`src/rtl/branch_unit_pkg.sv`:
```
// branch_unit_pkg: shared constants for the branch unit.
//   JMP_*   : JMPX mode codes
//   CC_SEL_*: CC_SELECTX flag select codes
//   OFS_*   : PC_OFFSETX encodings (PC offset mux select)
//   BASE_*  : PC_BASEX encodings (PC base mux select)
package branch_unit_pkg;

  // JMPX modes
  localparam logic [2:0] JMP_ABS_REG  = 3'd0;
  localparam logic [2:0] JMP_ABS_HERE = 3'd1;
  localparam logic [2:0] JMP_IND_REG  = 3'd2;
  localparam logic [2:0] JMP_REL_HERE = 3'd3;
  localparam logic [2:0] JMP_CALL_ABS = 3'd4;
  localparam logic [2:0] JMP_CALL_REL = 3'd5;
  localparam logic [2:0] JMP_RET      = 3'd6;
  localparam logic [2:0] JMP_NONE     = 3'd7;

  // CC_SELECTX flag selects
  localparam logic [1:0] CC_SEL_Z = 2'd0;
  localparam logic [1:0] CC_SEL_C = 2'd1;
  localparam logic [1:0] CC_SEL_P = 2'd2;
  localparam logic [1:0] CC_SEL_S = 2'd3;

  // PC offset mux selects
  localparam logic [1:0] OFS_PLUS2  = 2'd0;
  localparam logic [1:0] OFS_DIN    = 2'd1;
  localparam logic [1:0] OFS_RS_TOP = 2'd2;

  // PC base mux selects
  localparam logic [1:0] BASE_PC_A = 2'd0;
  localparam logic [1:0] BASE_ZERO = 2'd1;

endpackage

```
`src/rtl/branch_unit_return_stack.sv`:
```
// return_stack: circular return-address stack with sticky error flags.
//   clk, rst_n  : clock, async active-low reset
//   push        : write push_data as new top (overwrites oldest when full)
//   pop         : pop request; on an empty stack it only raises unf
//   push_data   : address to push
//   flag_clr    : clear ovf/unf (a same-cycle new error keeps the flag set)
//   top         : top entry, 0 when empty
//   count       : valid entries, saturating 0..RS_DEPTH
//   ovf, unf    : sticky overflow / underflow
module return_stack
  import branch_unit_pkg::*;
#(
  parameter int ADDR_W   = 16,
  parameter int RS_DEPTH = 8
) (
  input  logic                        clk,
  input  logic                        rst_n,
  input  logic                        push,
  input  logic                        pop,
  input  logic [ADDR_W-1:0]           push_data,
  input  logic                        flag_clr,
  output logic [ADDR_W-1:0]           top,
  output logic [$clog2(RS_DEPTH):0]   count,
  output logic                        ovf,
  output logic                        unf
);

  localparam int PTR_W = $clog2(RS_DEPTH);
  localparam int CNT_W = PTR_W + 1;

  // Storage is not reset: entries outside count are never visible on top.
  logic [ADDR_W-1:0] mem_q [RS_DEPTH];

  // sp_q is the next write slot; the top entry lives at sp_q-1.
  logic [PTR_W-1:0] sp_q, sp_d;
  logic [CNT_W-1:0] cnt_q, cnt_d;
  logic             ovf_q, ovf_d;
  logic             unf_q, unf_d;
  logic             full, empty, ovf_set, unf_set;

  assign full  = (cnt_q == CNT_W'(RS_DEPTH));
  assign empty = (cnt_q == '0);

  always_comb begin
    sp_d    = sp_q;
    cnt_d   = cnt_q;
    ovf_set = 1'b0;
    unf_set = 1'b0;
    if (push) begin
      // Pointer wraps modulo RS_DEPTH; when full the oldest slot is reused.
      sp_d = sp_q + PTR_W'(1);
      if (full) ovf_set = 1'b1;
      else      cnt_d   = cnt_q + CNT_W'(1);
    end else if (pop) begin
      if (empty) begin
        unf_set = 1'b1;
      end else begin
        sp_d  = sp_q - PTR_W'(1);
        cnt_d = cnt_q - CNT_W'(1);
      end
    end
    ovf_d = (ovf_q & ~flag_clr) | ovf_set;
    unf_d = (unf_q & ~flag_clr) | unf_set;
  end

  always_ff @(posedge clk or negedge rst_n) begin
    if (!rst_n) begin
      sp_q  <= '0;
      cnt_q <= '0;
      ovf_q <= 1'b0;
      unf_q <= 1'b0;
    end else begin
      sp_q  <= sp_d;
      cnt_q <= cnt_d;
      ovf_q <= ovf_d;
      unf_q <= unf_d;
    end
  end

  always_ff @(posedge clk) begin
    if (push) mem_q[sp_q] <= push_data;
  end

  assign top   = empty ? '0 : mem_q[sp_q - PTR_W'(1)];
  assign count = cnt_q;
  assign ovf   = ovf_q;
  assign unf   = unf_q;

endmodule

```
`src/rtl/branch_unit.sv`:
```
// branch_unit: condition evaluation, PC mux select decode and return stack.
//   CLK, RESETN             : clock, async active-low reset
//   CC_ZERO/CARRY/PARITY/SIGN: ALU flags
//   CC_SELECTX/INVERTX/APPLYX: flag select, invert, make-conditional
//   JMPX, BR_EN             : branch mode, execute strobe
//   PC_A                    : current instruction address
//   FLAG_CLR                : clear sticky stack errors
//   PC_OFFSETX, PC_BASEX    : PC offset/base mux selects (combinational)
//   RS_TOP, RS_COUNT        : stack top entry and occupancy
//   RS_OVF, RS_UNF          : sticky stack errors
//   TAKEN                   : registered taken-branch indication
module branch_unit
  import branch_unit_pkg::*;
#(
  parameter int ADDR_W   = 16,
  parameter int RS_DEPTH = 8
) (
  input  logic                        CLK,
  input  logic                        RESETN,
  input  logic                        CC_ZERO,
  input  logic                        CC_CARRY,
  input  logic                        CC_PARITY,
  input  logic                        CC_SIGN,
  input  logic [1:0]                  CC_SELECTX,
  input  logic                        CC_INVERTX,
  input  logic                        CC_APPLYX,
  input  logic [2:0]                  JMPX,
  input  logic                        BR_EN,
  input  logic [ADDR_W-1:0]           PC_A,
  input  logic                        FLAG_CLR,
  output logic [1:0]                  PC_OFFSETX,
  output logic [1:0]                  PC_BASEX,
  output logic [ADDR_W-1:0]           RS_TOP,
  output logic [$clog2(RS_DEPTH):0]   RS_COUNT,
  output logic                        RS_OVF,
  output logic                        RS_UNF,
  output logic                        TAKEN
);

  logic cc, cond, taken, push, pop_req;
  logic taken_q, taken_d;
  logic rs_empty;

  always_comb begin
    case (CC_SELECTX)
      CC_SEL_Z: cc = CC_ZERO;
      CC_SEL_C: cc = CC_CARRY;
      CC_SEL_P: cc = CC_PARITY;
      default:  cc = CC_SIGN;
    endcase
  end

  assign cond     = ~CC_APPLYX | (cc ^ CC_INVERTX);
  assign rs_empty = (RS_COUNT == '0);

  always_comb begin
    PC_OFFSETX = OFS_PLUS2;
    PC_BASEX   = BASE_PC_A;
    taken      = 1'b0;
    push       = 1'b0;
    pop_req    = 1'b0;
    if (BR_EN && cond) begin
      case (JMPX)
        JMP_ABS_REG, JMP_ABS_HERE, JMP_IND_REG: begin
          PC_OFFSETX = OFS_DIN;
          PC_BASEX   = BASE_ZERO;
          taken      = 1'b1;
        end
        JMP_CALL_ABS: begin
          PC_OFFSETX = OFS_DIN;
          PC_BASEX   = BASE_ZERO;
          taken      = 1'b1;
          push       = 1'b1;
        end
        JMP_REL_HERE: begin
          PC_OFFSETX = OFS_DIN;
          taken      = 1'b1;
        end
        JMP_CALL_REL: begin
          PC_OFFSETX = OFS_DIN;
          taken      = 1'b1;
          push       = 1'b1;
        end
        JMP_RET: begin
          // The pop request still goes to the stack when empty so it can
          // flag underflow; the branch itself falls through.
          pop_req = 1'b1;
          if (!rs_empty) begin
            PC_OFFSETX = OFS_RS_TOP;
            PC_BASEX   = BASE_ZERO;
            taken      = 1'b1;
          end
        end
        default: ;
      endcase
    end
  end

  assign taken_d = taken;

  always_ff @(posedge CLK or negedge RESETN) begin
    if (!RESETN) taken_q <= 1'b0;
    else         taken_q <= taken_d;
  end

  assign TAKEN = taken_q;

  return_stack #(
    .ADDR_W   (ADDR_W),
    .RS_DEPTH (RS_DEPTH)
  ) u_rs (
    .clk       (CLK),
    .rst_n     (RESETN),
    .push      (push),
    .pop       (pop_req),
    .push_data (PC_A + ADDR_W'(2)),
    .flag_clr  (FLAG_CLR),
    .top       (RS_TOP),
    .count     (RS_COUNT),
    .ovf       (RS_OVF),
    .unf       (RS_UNF)
  );

endmodule

```
`config.mk`:
```
export PLATFORM = sky130hd
export DESIGN_NAME = branch_unit
export DESIGN_NICKNAME = d
export VERILOG_FILES = /design/src/rtl/branch_unit_pkg.sv /design/src/rtl/branch_unit_return_stack.sv /design/src/rtl/branch_unit.sv
export SDC_FILE = /design/constraint.sdc
export NUM_CORES = 1
export LEC_CHECK = 0
export ABC_AREA = 0
export CORE_AREA = 2 2 102 114
export CTS_BUF_LIST = sky130_fd_sc_hd__clkbuf_4 sky130_fd_sc_hd__clkbuf_8
export CTS_CLUSTER_SIZE = 30
export DETAILED_ROUTE_END_ITERATION = 8
export DIE_AREA = 0 0 104 116
export MAX_ROUTING_LAYER = met4
export PLACE_DENSITY = 0.76
export RECOVER_POWER = 25
export SLEW_MARGIN = 0
export SYNTH_ARGS = -nofsm -noshare
export SYNTH_HDL_FRONTEND = slang
export SYNTH_SLANG_ARGS = --single-unit
```
`constraint.sdc`:
```
create_clock -name CLK -period 3.14 [get_ports CLK]
set_input_delay 0.471 -clock CLK [delete_from_list [all_inputs] [get_ports CLK]]
set_output_delay 0.471 -clock CLK [all_outputs]
set_load 0.03 [all_outputs]
```
* After elaboration in Yosys (flattened, before gate mapping)
Memory sizes are Yosys's and may differ from the RTL's. Index checks and enable logic that the tools add are counted.
Word-level totals: input port bits 31, logic and storage cells 69, memories 1, output and inout bits 27, register bits 10, bits in writable memories 128
Operators by class: bitwise logic cells 8, reductions and logical operators 10, add/sub/neg operators 5, muxes and demuxes 29, equality and inequality tests 11
Memories:
- u_rs.mem_q | words 8, bits a word 16, rd ports 1, clocked after memory_dff 0, wr ports 1, RTL line branch_unit_return_stack.sv:32 | logic [ADDR_W-1:0] mem_q [RS_DEPTH];
Operators with widths (count):
- adder 16 x 2 -> 16 bit, second input constant | 1
- two-way mux 16 bit | 1
- two-way mux 4 bit | 4
- two-way mux 1 bit | 15
- equality test 3 bit, second input constant | 3
- two-way mux 3 bit | 3
- equality test 3 x 2 -> 1 bit, second input constant | 2
- OR reduction 6 bit | 1
- adder 4 x 1 -> 4 bit, second input constant | 1
- equality test 4 bit, second input constant | 1
- logical NOT 4 bit | 1
- two-way mux 2 bit | 2
- inequality test 2 bit, second input constant | 2
- case mux 1 bit (2 select lines) | 2
- case mux 2 bit (2 select lines) | 1
- OR reduction 4 bit | 1
- subtractor 4 x 1 -> 4 bit, second input constant | 1
- adder 3 x 1 -> 3 bit, second input constant | 1
- equality test 3 x 1 -> 1 bit, second input constant | 1
- logical NOT 3 bit | 1
- bitwise OR 1 bit | 3
- case mux 1 bit (3 select lines) | 1
- AND reduction 3 bit | 1
- subtractor 3 x 1 -> 3 bit, second input constant | 1
- 10 further kinds | 12

* Longest topological paths before layout
Gate-level depths: netlist (run 1).
depth in word-level cells 9, gate-level depth with buffers 9, depth with buffers taken out 9

* By module
A second synthesis (run 1) with hierarchy kept.
Second synthesis, totals: cells, all modules 339, area total of the unflattened synthesis 5905.7 um^2
By module, submodules not included:
- return_stack | instances 1, cells each 281, area an instance 5492.8 um^2, sequential area each 4068.9 um^2
- branch_unit | instances 1, cells each 58, area an instance 412.9 um^2, sequential area each 25.0 um^2

* Least setup slack after synthesis (run 1)
OpenSTA, ideal clock, no wires.
path kind input to register, from in CC_SELECTX[0], to mem u_rs.mem_q[2][0], enable pin, library setup time 0.430 ns, data required time 2.710 ns, setup slack -0.197 ns, stages 5, data arrival time 2.906 ns, buffers on the path 0, cell sequence mux2i_1 -> mux2i_1 -> nor3_1 -> inv_1 -> nor4_1
On the way: longest elaborated chain between the ends 8, elaborated cells between the ends (all ways) 10, those cells by class eq/ne (2); mux (4); bitwise (2); reduce/logical (2)
Ends and longest elaborated chain:
- from (decl) | RTL line branch_unit.sv:24 | input logic [1:0] CC_SELECTX,
- equality test 2 bit (tied with other cells) | RTL line branch_unit.sv:45 | case (CC_SELECTX)
- case mux 1 bit (3 select lines) * | RTL line branch_unit.sv:45
- bitwise XOR 1 bit * | RTL line branch_unit.sv:53 | assign cond = ~CC_APPLYX | (cc ^ CC_INVERTX);
- bitwise OR 1 bit * | RTL line branch_unit.sv:53
- logical AND 1 bit * | RTL line branch_unit.sv:62 | if (BR_EN && cond) begin
- two-way mux 1 bit * | RTL line branch_unit.sv:62
- two-way mux 1 bit * | RTL line branch_unit_return_stack.sv:81 | if (push) mem_q[sp_q] <= push_data;
- two-way mux 1 bit (implied by the code) * | RTL line branch_unit_return_stack.sv:81
- to (decl) | RTL line branch_unit_return_stack.sv:32
Every way passes the cells marked *; elsewhere a longest branch is shown, timed or not.

* Worst setup path after layout (run 1)
from in CC_SELECTX[0], to out PC_OFFSETX[0]
On the way: longest elaborated chain between the ends 6, elaborated cells between the ends (all ways) 8, those cells by class eq/ne (2); mux (2); bitwise (2); reduce/logical (2)
Ends and longest elaborated chain:
- equality test 2 bit (tied with other cells) | RTL line branch_unit.sv:45
- case mux 1 bit (3 select lines) * | RTL line branch_unit.sv:45
- bitwise XOR 1 bit * | RTL line branch_unit.sv:53
- bitwise OR 1 bit * | RTL line branch_unit.sv:53
- logical AND 1 bit * | RTL line branch_unit.sv:62
- two-way mux 2 bit * | RTL line branch_unit.sv:62
- to (decl) | RTL line branch_unit.sv:31 | output logic [1:0] PC_OFFSETX,
Marks and branches as above.

==> flow_metrics.env, run 1 <==
export IMPL_synth_top_area_share_pct=65.5
export IMPL_p_leak_nw=2.48
export IMPL_required_ns=2.67
export IMPL_via_per_inst=5.79
export IMPL_slew_viol_final=0
export IMPL_initial_core_util_pct=54.3
export IMPL_finalHoldViolCount=0
export IMPL_ir_drop_mv=0.566
export IMPL_die_x_um=104
export IMPL_drc=0
export IMPL_hp_class="in2async"
export IMPL_crit_path_cell_trace="clkdlybuf4s50_1 -> mux2i_2 -> mux2i_4 -> nor2_1 -> nand2_1 -> a21oi_1 -> clkdlybuf4s50_1"
export IMPL_synth_cell_area_um2=5870
export IMPL_crit_arrival_ns=2.53
export IMPL_utilization_pct=66.6
export IMPL_finClkSkew_ns=0.0104
export IMPL_cts_setup_buffers=0
export IMPL_final_cell_area_um2=7200
export IMPL_numPortBuffers=56
export IMPL_grt_start_max_net_pins=39
export IMPL_yosysSeqAreaShare_pct=69.8
export IMPL_core_um2=10800
export IMPL_crit_path_max_fanout=4
export IMPL_grt_pass1_vias=3525
export IMPL_tns_ns=0
export IMPL_die_y_um=116
export IMPL_vias=3403
export IMPL_io_pins=58
export IMPL_crit_top_cell="clkdlybuf4s50_1"
export IMPL_drt_iter0_drc=254
export IMPL_rsz0062_at_grt="no"
export IMPL_max_freq_mhz=334
export IMPL_finalCriticalPeriod_ns=3.00
export IMPL_outcome="finished, final reports clean"
export IMPL_crit_path_end_kind="output port"
export IMPL_htreeDepth=4
export IMPL_dpl_cell_area_um2=6770
export IMPL_r2r_end="u_rs.count[1]"
export IMPL_synth_seq_cells=138
export IMPL_clk_latency_ns=0.44
export IMPL_clock_sinks=138
export IMPL_place_congestion=0.807
export IMPL_multi_input_area_um2=1710
export IMPL_yosys_area_top_type="edfxtp_1"
export IMPL_r2r_start="u_rs.count[1]"
export IMPL_areaGrowthSynthToFinish_pct=22.8
export IMPL_post_synth_num_cell_types=47
export IMPL_cts_buffer_depth=2
export IMPL_synth_area_per_cell_um2=17.2
export IMPL_numCtsBuffers=17
export IMPL_dp_hpwl_um=7620
export IMPL_synth_area_leaders="edfxtp_1 (66%), mux4_2 (12%), dfrtp_1 (4.3%)"
export IMPL_setup_viol=0
export IMPL_ant_nets=0
export IMPL_path_clk_slew_ns=0.08
export IMPL_wirelength_um=12100
export IMPL_min_period_over_period_pct=95.4
export IMPL_synth_warnings=0
export IMPL_cts_tree="built"
export IMPL_diodes=0
export IMPL_worstMarginPinSlew_ns=0.610
export IMPL_async_reset_ff_share_pct=7.25
export IMPL_grt_overflow_total=0
export IMPL_final_nets=464
export IMPL_max_slew_margin_pct=59.1
export IMPL_antenna_found_initial=0
export IMPL_cpPeakStageDelay_ns=0.59
export IMPL_die_area_um2=12100
export IMPL_synth_nets=378
export IMPL_grt_pass1_wl_um=19000
export IMPL_critPathKind="in2out"
export IMPL_cp_start_kind="input port"
export IMPL_yosysMostFrequentCell="edfxtp_1"
export IMPL_synth_cells=342
export IMPL_cpMaxStageDelayCell="clkdlybuf4s50_1"
export IMPL_drv_cap=0
export IMPL_r2r_cells=7
export IMPL_synth_edf_count=128
export IMPL_fill_cells=742
export IMPL_grt_usage_pct=22.4
export IMPL_cts_root_buf="clkbuf_8"
export IMPL_power_density_nw_per_um2=964
export IMPL_synth_commonest_cells="edfxtp_1 (128), nand2_1 (42), mux4_2 (32), a21oi_1 (18), xnor2_1 (11)"
export IMPL_first_pass_iters=5
export IMPL_ff_latch_area_um2=4100
export IMPL_r2r_setup_slack_ns=0.89
export IMPL_wl_per_cell_um=20.6
export IMPL_synth_flop_cell="edfxtp_1"
export IMPL_layout_drive_gt1_share_pct=28.1
export IMPL_fp_row_count=40
==> worst max-delay path, delay by kind of cell <==
family	cells	cell delay, ns
simple gates	2	0.21
mux	2	0.66
compound gates	1	0.05
buf+inv	2	1.12
==> cells in the final DEF, fill, tap and decap left out, drive strengths merged, types with 2 or more instances in the layout <==
| master | Yosys | layout |
|---|---|---|
| edfxtp | 128 | 128 |
| nand2 | 43 | 43 |
| buf | 8 | 43 |
| mux4 | 32 | 32 |
| clkdlybuf4s50 | 0 | 31 |
| a21oi | 19 | 19 |
| clkbuf | 7 | 18 |
| xnor2 | 11 | 11 |
| nor2 | 10 | 10 |
| dfrtp | 10 | 10 |
| inv | 9 | 9 |
| nand3 | 8 | 8 |
| xor2 | 8 | 8 |
| dlygate4sd3 | 0 | 7 |
| clkinv | 0 | 7 |
| nor3 | 6 | 6 |
| ha | 5 | 5 |
| nand3b | 4 | 4 |
| bufinv | 0 | 4 |
| mux2i | 4 | 4 |
| clkinvlp | 0 | 3 |
| nor4 | 3 | 3 |
| o22ai | 2 | 2 |
| o31ai | 2 | 2 |
| nor3b | 2 | 2 |
| a221oi | 2 | 2 |
==> through the flow <==
| stage | power [mW] | worst slack (ns) | hold slack [ns] | instances |
|---|---|---|---|---|
| after floorplan | 4.39 | -0.197 | 0.175 | 342 |
| final | 6.95 | 0.143 | 0.413 | 588 |
| after detailed placement | 5.49 | 0.0499 | 0.536 | 556 |
| after global routing | 7.27 | 0.0509 | 0.423 | 588 |
| after CTS | 7.00 | 0.0500 | 0.332 | 588 |
| after global placement | 5.47 | 0.141 | 0.526 | 556 |
==> state kept, by name, summed over array words and instances (netlist names) <==
register / cells
u_rs.count: 4
u_rs.sp_q: 3
u_rs.unf: 1
u_rs.mem_q: 128
u_rs.ovf: 1
TAKEN: 1
==> cell type report <==
| class | count | area share (%) |
|---|---|---|
| clock inverter | 14 | 2.48 |
| multi-input combinational | 180 | 23.8 |
| sequential | 138 | 56.8 |
| timing repair buffer | 82 | 10.5 |
| clock buffer | 18 | 3.35 |
| tap | 147 | 2.55 |
| inverter | 9 | 0.469 |
==> cells by family (layout without fill, tap and decap cells) <==
logic type | after synthesis | after routing | synth area share, %
flip-flops | 138 | 138 | 69.8
AND/OR/NAND/NOR | 83 | 83 | 7.23
multiplexers | 37 | 37 | 13.3
AO/OA/AOI/OAI | 35 | 35 | 3.97
buffers and inverters | 24 | 123 | 1.77
XOR/XNOR | 19 | 19 | 2.84
adder cells (fa/ha/maj) | 5 | 5 | 1.07
other | 1 | 1 | 0.0639
==> how the worst max path moves through the flow <==
stage | from | cells past startpoint | slack (ns) | to
5_1_grt | u_rs.sp_q[1] | 7 | 0.05 | RS_TOP[7]
3_3_place_gp | CC_SELECTX[0] | 7 | 0.14 | PC_BASEX[0]
4_1_cts | CC_SELECTX[0] | 7 | 0.05 | PC_BASEX[0]
3_5_place_dp | CC_SELECTX[0] | 7 | 0.05 | PC_BASEX[0]
2_1_floorplan | CC_SELECTX[0] | 5 | -0.20 | u_rs.mem_q[2][0]
6_report | CC_SELECTX[0] | 7 | 0.14 | PC_OFFSETX[0]
==> power breakdown <==
part           internal, mW  switching, mW  total [mW]
logic                  1.37           1.84        3.21
registers              2.11          0.124        2.24
clock network         0.862          0.641        1.50
total                  4.34           2.60        6.95
==> routing by layer <==
metal	up-vias	part of all wire [%]	routed length, um	GRT usage, %
met5	-	0	0	-
met1	1737	38	4650	25.1
li1	1508	-	-	-
met3	26	6.0	733	5.29
met4	0	2.8	337	10.7
met2	132	53	6400	38.5
==> timing repair <==
item                       in CTS  in global routing
hold buffers                    0                  0
setup endpoints to repair       0                  3
resized for setup               0                  4
Note: power is estimated with default switching activity, not from simulation.
==> run 2: changes to the inputs <==
- SLEW_MARGIN: 0 -> not set
==> results of run 2 <==
No change in the layout: final DEF, timing and power equal those of run 1.
==> run 3: changes to the inputs <==
- CELL_PAD_IN_SITES_DETAIL_PLACEMENT: not set -> 2
- CELL_PAD_IN_SITES_GLOBAL_PLACEMENT: not set -> 2
- CORE_AREA: 2 2 102 114 -> 2 2 114 127
- DIE_AREA: 0 0 104 116 -> 0 0 116 129
- PLACE_DENSITY: 0.76 -> not set
- PLACE_DENSITY_LB_ADDON: not set -> 0.1
- SKIP_LAST_GASP: not set -> 1
==> flow_metrics.env, run 3 (synthesis gave the netlist of run 1 again) <==
export IMPL_p_comb_share_pct=47.9
export IMPL_clkPwrFrac_pct=20.8
export IMPL_cts_buffer_depth=2
export IMPL_via_per_inst=5.48
export IMPL_numCtsBuffers=17
export IMPL_htreeDepth=4
export IMPL_grt_usage_pct=23.3
export IMPL_r2r_cells=7
export IMPL_grt_start_max_net_pins=39
export IMPL_wl_per_cell_um=24.6
export IMPL_numPortBuffers=56
export IMPL_power_density_nw_per_um2=986
export IMPL_cp_start_kind="input port"
export IMPL_critPathKind="in2out"
export IMPL_cts_root_buf="clkbuf_8"
export IMPL_whs_ns=0.417
export IMPL_worstMarginPinSlew_ns=0.732
export IMPL_r2r_start="u_rs.count[1]"
export IMPL_final_cell_area_um2=7290
export IMPL_p_switching_mw=2.77
export IMPL_rsz0062_at_grt="no"
export IMPL_cts_tree="built"
export IMPL_drv_cap=0
export IMPL_largest_reg_flops=128
export IMPL_place_congestion=0.787
export IMPL_ant_nets=0
export IMPL_antenna_found_initial=0
export IMPL_min_period_over_period_pct=95.6
export IMPL_final_cell_mix="edfxtp_1 (128), nand2_1 (42), buf_4 (33)"
export IMPL_layout_drive_gt1_share_pct=28.3
export IMPL_max_freq_mhz=333
export IMPL_first_pass_iters=4
export IMPL_diodes=0
export IMPL_die_area_um2=15000
export IMPL_vias=3450
export IMPL_r2r_end="u_rs.count[1]"
export IMPL_crit_arrival_ns=2.53
export IMPL_fill_cells=1233
export IMPL_r2r_setup_slack_ns=0.85
export IMPL_io_pins=58
export IMPL_finClkSkew_ns=0.0123
export IMPL_initial_core_util_pct=43.1
export IMPL_power_internal_mw=4.42
export IMPL_crit_path_max_fanout=4
export IMPL_path_clk_slew_ns=0.08
export IMPL_die_x_um=116
export IMPL_wirelength_um=15500
export IMPL_required_ns=2.67
export IMPL_crit_path_end_kind="output port"
export IMPL_top_register="u_rs.mem_q"
export IMPL_p_leak_nw=2.49
export IMPL_outcome="finished, final reports clean"
export IMPL_hp_class="in2async"
export IMPL_p_sw_share_pct=38.5
export IMPL_grt_pass1_vias=3984
export IMPL_drt_iter0_drc=197
export IMPL_fp_row_count=45
export IMPL_max_slew_margin_pct=50.9
export IMPL_clock_sinks=138
export IMPL_utilization_pct=53.5
export IMPL_grt_overflow_total=0
export IMPL_finalCriticalPeriod_ns=3.00
export IMPL_mostFrequentLayoutCell="edfxtp_1"
export IMPL_final_nets=464
export IMPL_grt_pass1_wl_um=23800
export IMPL_slew_viol_final=0
export IMPL_die_y_um=129
export IMPL_finalHoldViolCount=0
export IMPL_seq_power_share_pct=31.4
export IMPL_dp_hpwl_um=10300
export IMPL_setup_viol=0
export IMPL_clk_latency_ns=0.45
export IMPL_dpl_cell_area_um2=6870
export IMPL_ir_drop_mv=0.590
export IMPL_areaGrowthSynthToFinish_pct=24.2
export IMPL_drc=0
export IMPL_core_um2=13600
[run 3: changes by cell type in the layout (fill, tap and decap cells not counted), sizes merged]
cell | previous run | this run
bufinv | 4 | 3
clkdlybuf4s50 | 31 | 32
dlygate4sd3 | 7 | 6
buf | 43 | 41
clkinvlp | 3 | 1
clkbuf | 18 | 25
clkinv | 7 | 5
[run 3: through the flow]
step | cells | total power [mW] | worst slack, ns | setup TNS [ns]
finish | 629 | 7.18 | 0.138 | 0
CTS | 629 | 7.28 | 0.0547 | 0
global route | 629 | 7.56 | 0.00328 | 0
detailed placement | 597 | 5.77 | 0.0602 | 0
floorplan | 342 | 4.39 | -0.197 | -6.29
global placement | 597 | 5.63 | 0.115 | 0
[run 3: timing repair]
item	in CTS	in global routing
gates resized for setup	2	3
endpoints found under the setup margin	13	2
hold buffers	0	0
cloned	0	0
pin swaps	0	0
setup buffers	0	0
[run 3: how the worst max path moves through the flow]
stage / endpoint / startpoint / cells after the start
after floorplan: u_rs.mem_q[2][0] / CC_SELECTX[0] / 5
after CTS: PC_BASEX[0] / CC_APPLYX / 7
after global placement: PC_BASEX[0] / CC_SELECTX[0] / 7
final: PC_OFFSETX[0] / CC_APPLYX / 7
after detailed placement: PC_BASEX[0] / CC_APPLYX / 7
after global routing: RS_TOP[10] / u_rs.sp_q[1] / 7
[run 3: power groups by stage]
| stage | sequential [mW] | clock, mW | combinational [mW] |
|---|---|---|---|
| final | 2.25 | 1.49 | 3.44 |
| after global routing | 2.27 | 1.58 | 3.71 |
| after CTS | 2.26 | 1.53 | 3.50 |
| after detailed placement | 2.29 | 0 | 3.48 |
| after global placement | 2.28 | 0 | 3.35 |
| after floorplan | 2.27 | 0 | 2.11 |
[run 3: layer usage]
metal | global-route usage, % | wire length, um | up-vias
met4 | 8.40 | 314 | 0
met2 | 39.7 | 8200 | 89
li1 | - | - | 1513
met5 | - | 0 | -
met3 | 4.47 | 615 | 21
met1 | 27.7 | 6330 | 1827
[run 3: layout make-up]
| cell class | count | area (um^2) | area share [%] |
|---|---|---|---|
| multi-input combinational | 180 | 1710 | 23.5 |
| sequential | 138 | 4100 | 56.2 |
| tap | 188 | 235 | 3.23 |
| clock buffer | 23 | 285 | 3.91 |
| inverter | 9 | 33.8 | 0.464 |
| timing repair buffer | 82 | 800 | 11.0 |
| clock inverter | 9 | 123 | 1.68 |
[run 3: worst max-delay path, stage by stage]
cell and delay, ns:
clkdlybuf4s50_1 0.53, or3b_1 0.41, mux2i_4 0.24, nor2_1 0.08
nand2_1 0.15, a21oi_1 0.06, clkdlybuf4s50_1 0.60
